$ cat config.mk
export PLATFORM = sky130hd
export DESIGN_NAME = piso_tx
export DESIGN_NICKNAME = d
export VERILOG_FILES = /design/src/rtl/piso_tx.sv
export SDC_FILE = /design/constraint.sdc
export NUM_CORES = 1
export LEC_CHECK = 0
export CAP_MARGIN = 20
export CORE_AREA = 2 2 39 41
export DETAILED_ROUTE_END_ITERATION = 10
export DIE_AREA = 0 0 41 43
export PLACE_DENSITY = 0.55
export SETUP_SLACK_MARGIN = 0.5
export SYNTH_ARGS = -nofsm -noshare
export SYNTH_HDL_FRONTEND = slang
export SYNTH_SLANG_ARGS = --single-unit
$ cat constraint.sdc
create_clock -name clk -period 1.2 [get_ports clk]
set_input_delay 0.12 -clock clk [delete_from_list [all_inputs] [get_ports clk]]
set_output_delay 0.12 -clock clk [all_outputs]
set_load 0.1 [all_outputs]
$ cat src/rtl/piso_tx.sv
// Parallel-in serial-out transmitter: accepts a WIDTH-bit word on load/ready
// and shifts it out one bit per clock with a valid strobe and end-of-word pulse.
module piso_tx #(
    parameter int WIDTH     = 4,
    parameter bit MSB_FIRST = 1'b1
) (
    input  logic             clk,
    input  logic             rst,
    input  logic             load,
    input  logic [WIDTH-1:0] data_in,
    output logic             ready,
    output logic             serial_out,
    output logic             serial_valid,
    output logic             done
);

    localparam int CW = $clog2(WIDTH);
    localparam logic [CW-1:0] CNT_LAST = CW'(WIDTH - 1);

    typedef enum logic {
        IDLE,
        SHIFT
    } state_t;

    state_t           state;
    logic [WIDTH-1:0] sreg;
    logic [CW-1:0]    cnt;
    logic             last_bit;
    logic             accept;
    logic [WIDTH-1:0] sreg_next;

    assign last_bit = (state == SHIFT) && (cnt == '0);
    assign ready    = (state == IDLE) || last_bit;
    assign accept   = load && ready;

    // Move the next bit toward the output end, zero-filling behind it.
    always_comb begin
        sreg_next = '0;
        if (MSB_FIRST)
            sreg_next = {sreg[WIDTH-2:0], 1'b0};
        else
            sreg_next = {1'b0, sreg[WIDTH-1:1]};
    end

    always_ff @(posedge clk or posedge rst) begin
        if (rst) begin
            state <= IDLE;
            sreg  <= '0;
            cnt   <= '0;
            done  <= 1'b0;
        end else begin
            done <= last_bit;
            if (accept) begin
                sreg  <= data_in;
                cnt   <= CNT_LAST;
                state <= SHIFT;
            end else if (state == SHIFT) begin
                if (cnt != '0) begin
                    sreg <= sreg_next;
                    cnt  <= cnt - CW'(1);
                end else begin
                    sreg  <= '0;
                    state <= IDLE;
                end
            end
        end
    end

    // Outputs decode straight from reset registers, so an async reset clears them at once.
    assign serial_valid = (state == SHIFT);
    assign serial_out   = serial_valid && (MSB_FIRST ? sreg[WIDTH-1] : sreg[0]);

endmodule

==> flow_summary.json <==
{
  "clock_skew_ps": 2.675,
  "cp.arrival_ps": 1250,
  "syn_inst": 35,
  "hpwl_um": 622.2,
  "hold_class": "in2async",
  "die_w_um": 41,
  "worst_ep_required_time_ps": 1080,
  "post-route-drc-count": 0,
  "wirelength_um": 902,
  "synth_most_common_cell": "dfrtp_1",
  "setup_violations": 6,
  "maxCapViolations": 0,
  "end_kind": "output port",
  "antenna_found_initial": 0,
  "layout_setup_ws_ps": -171.1,
  "ff2ff_setup_slack_ps": -90,
  "chipHeight_um": 43,
  "num_antenna_cells": 0,
  "drt_iter0_markers": 0,
  "power_density_mw_per_mm2": 3070,
  "clock-root-buffer": "clkbuf_4",
  "clock_latency_ps": 250,
  "clkSlewWorstSetupHoldPaths_ps": 60,
  "reg2reg_to": "sreg[3]",
  "port_buffers": 10,
  "grt_use_total_pct": 12.27,
  "ys_async_sr_fraction_pct": 100.0,
  "h-tree-depth": 1,
  "overflow": 0,
  "post_drt_wl_per_cell_um": 11.87,
  "rsz0062_at_grt": "true",
  "viasPerCell": 4.605,
  "synth_area_leaders": "dfrtp_1 (49%), mux2i_1 (9.8%), a32oi_1 (6.4%)",
  "tightest_slew_ps": 300.1,
  "dp_worst_setup_slack_ps": -20.48,
  "status": "finished with violations",
  "synth_common_cells": "dfrtp_1 (8), inv_1 (4), mux2i_1 (4), a32oi_1 (3), o21ai_1 (3)",
  "layout_min_cycle_time_ps": 1371,
  "num_io_pins": 11,
  "grt_pass1_wl_um": 1421,
  "syn_area_um2": 410.4,
  "worst-r2r-cell-count": 7,
  "fp.coreArea_mm2": 0.001384,
  "max_freq_mhz": 729.3,
  "p_leak_nw": 0.3288,
  "initial_core_util_pct": 29.66,
  "violations": "setup timing",
  "firstDrtPassIters": 1,
  "syn_area_per_cell_um2": 11.73,
  "fp-row-count": 14,
  "relSlewSlack_pct": 79.97,
  "crit_type": "reg2out",
  "ant_nets": 0,
  "cp_max_fo": 2,
  "finalHoldViolations": 0,
  "grt_pass1_vias": 362,
  "design.die.area_mm2": 0.001763,
  "drive_gt1_share_pct": 56.67,
  "yosys_warnings": 0,
  "yosysSeqAreaShare_pct": 48.78,
  "area_delta_synth_final_pct": 79.88,
  "synth_area_leader_cell": "dfrtp_1",
  "timing.setup.tns_ps": -505.4,
  "cts.sinks": 8,
  "place_congestion": 0.6870,
  "yosysUniqueCellTypes": 15,
  "r2r-start": "cnt[1]",
  "synth_top_area_share_pct": 48.78,
  "drv_slew": 0,
  "peakVddDrop_v": 0.001491,
  "post-route-period-util_pct": 114.3,
  "synth-seq-cells": 8,
  "grt_start_max_net_pins": 12,
  "cp-start-kind": "flop",
  "cts_made_buffers": 3,
  "vias": 350,
  "synth-edff-count": 0,
  "yosys_most_used_dff": "dfrtp_1",
  "fin_util_pct": 53.35,
  "clockBufferDepth": 2,
  "nNetsFinal": 69,
  "cts_tree": "done",
  "syn_nets": 43
}
==> how the worst max path moves through the flow <==
stage	start	to	slack (ps)	cells past startpoint
final	cnt[1]	ready	-170	5
after global routing	cnt[1]	ready	-230	5
after CTS	cnt[1]	ready	-180	5
after detailed placement	cnt[1]	ready	-20	5
after global placement	cnt[1]	ready	-10	5
after floorplan	serial_valid	ready	-290	3
==> report_power, final <==
group / internal (mW) / switching (mW)
logic: 0.738 / 0.838
registers: 0.396 / 0.0742
clock network: 0.127 / 0.0933
==> cell usage in the layout, fill, tap and decap left out <==
cell type        instances
clkbuf_4                 3
buf_4                    7
mux2i_1                  4
dfrtp_4                  2
clkbuf_1                 1
nor3_2                   2
clkinvlp_4               1
dfrtp_1                  6
clkdlybuf4s50_1          6
inv_2                    2
nor2b_4                  1
o21ai_1                  4
or2_1                    1
buf_6                    5
a21oi_2                  2
buf_12                   5
nand3_2                  1
and2_4                   2
inv_1                    1
a32oi_1                  3
ha_4                     1
==> cells by family after synthesis <==
kind of cell / share of synthesized area (%)
mux: 9.756
buf+inv: 8.231
simple gates: 14.63
compound gates: 15.55
flops: 48.78
fa+ha+maj: 3.048
==> per-layer routing <==
| layer | track usage (%) | vias up | share of wire [%] |
|---|---|---|---|
| li1 | - | 173 | - |
| met1 | 13.62 | 169 | 39 |
| met2 | 20.00 | 8 | 55 |
| met3 | 3.665 | 0 | 5.9 |
| met4 | 6.000 | 0 | 0 |
| met5 | 0 | - | 0 |
==> stage by stage <==
step,area (µm²),hold slack [ps],power [mW],std cells
final,738.2,106.0,2.267,76
after global routing,738.2,125.8,2.397,76
after CTS,711.9,106.7,2.215,73
after detailed placement,618.1,380.2,1.781,63
after global placement,618.1,380.1,1.738,63
after floorplan,434.2,-64.30,1.349,35
==> area by class of cell <==
class	instances	area, µm²
multi-input combinational	21	196.4
inverter	4	18.77
timing repair buffer	23	269.0
fill	129	645.6
clock buffer	4	26.28
tap	16	20.02
sequential	8	207.7
==> timing repair <==
item,4_1_cts,5_1_grt
buffers inserted,6,3
hold buffers,0,0
cloned,0,0
resized for setup,10,1
setup endpoints to repair,12,12
pin swaps,1,0
==> state kept, by name, summed over array words and instances (netlist names) <==
signal / cells
serial_valid: 1
sreg: 4
done: 1
cnt: 2
==> critical path, stage by stage, from the launching register on <==
cell	delay [ps]
dfrtp_1	360
inv_2	50
ha_4	160
nor2b_4	150
clkinvlp_4	110
buf_12	170
No activity file was read; power rests on OpenSTA's default activity.
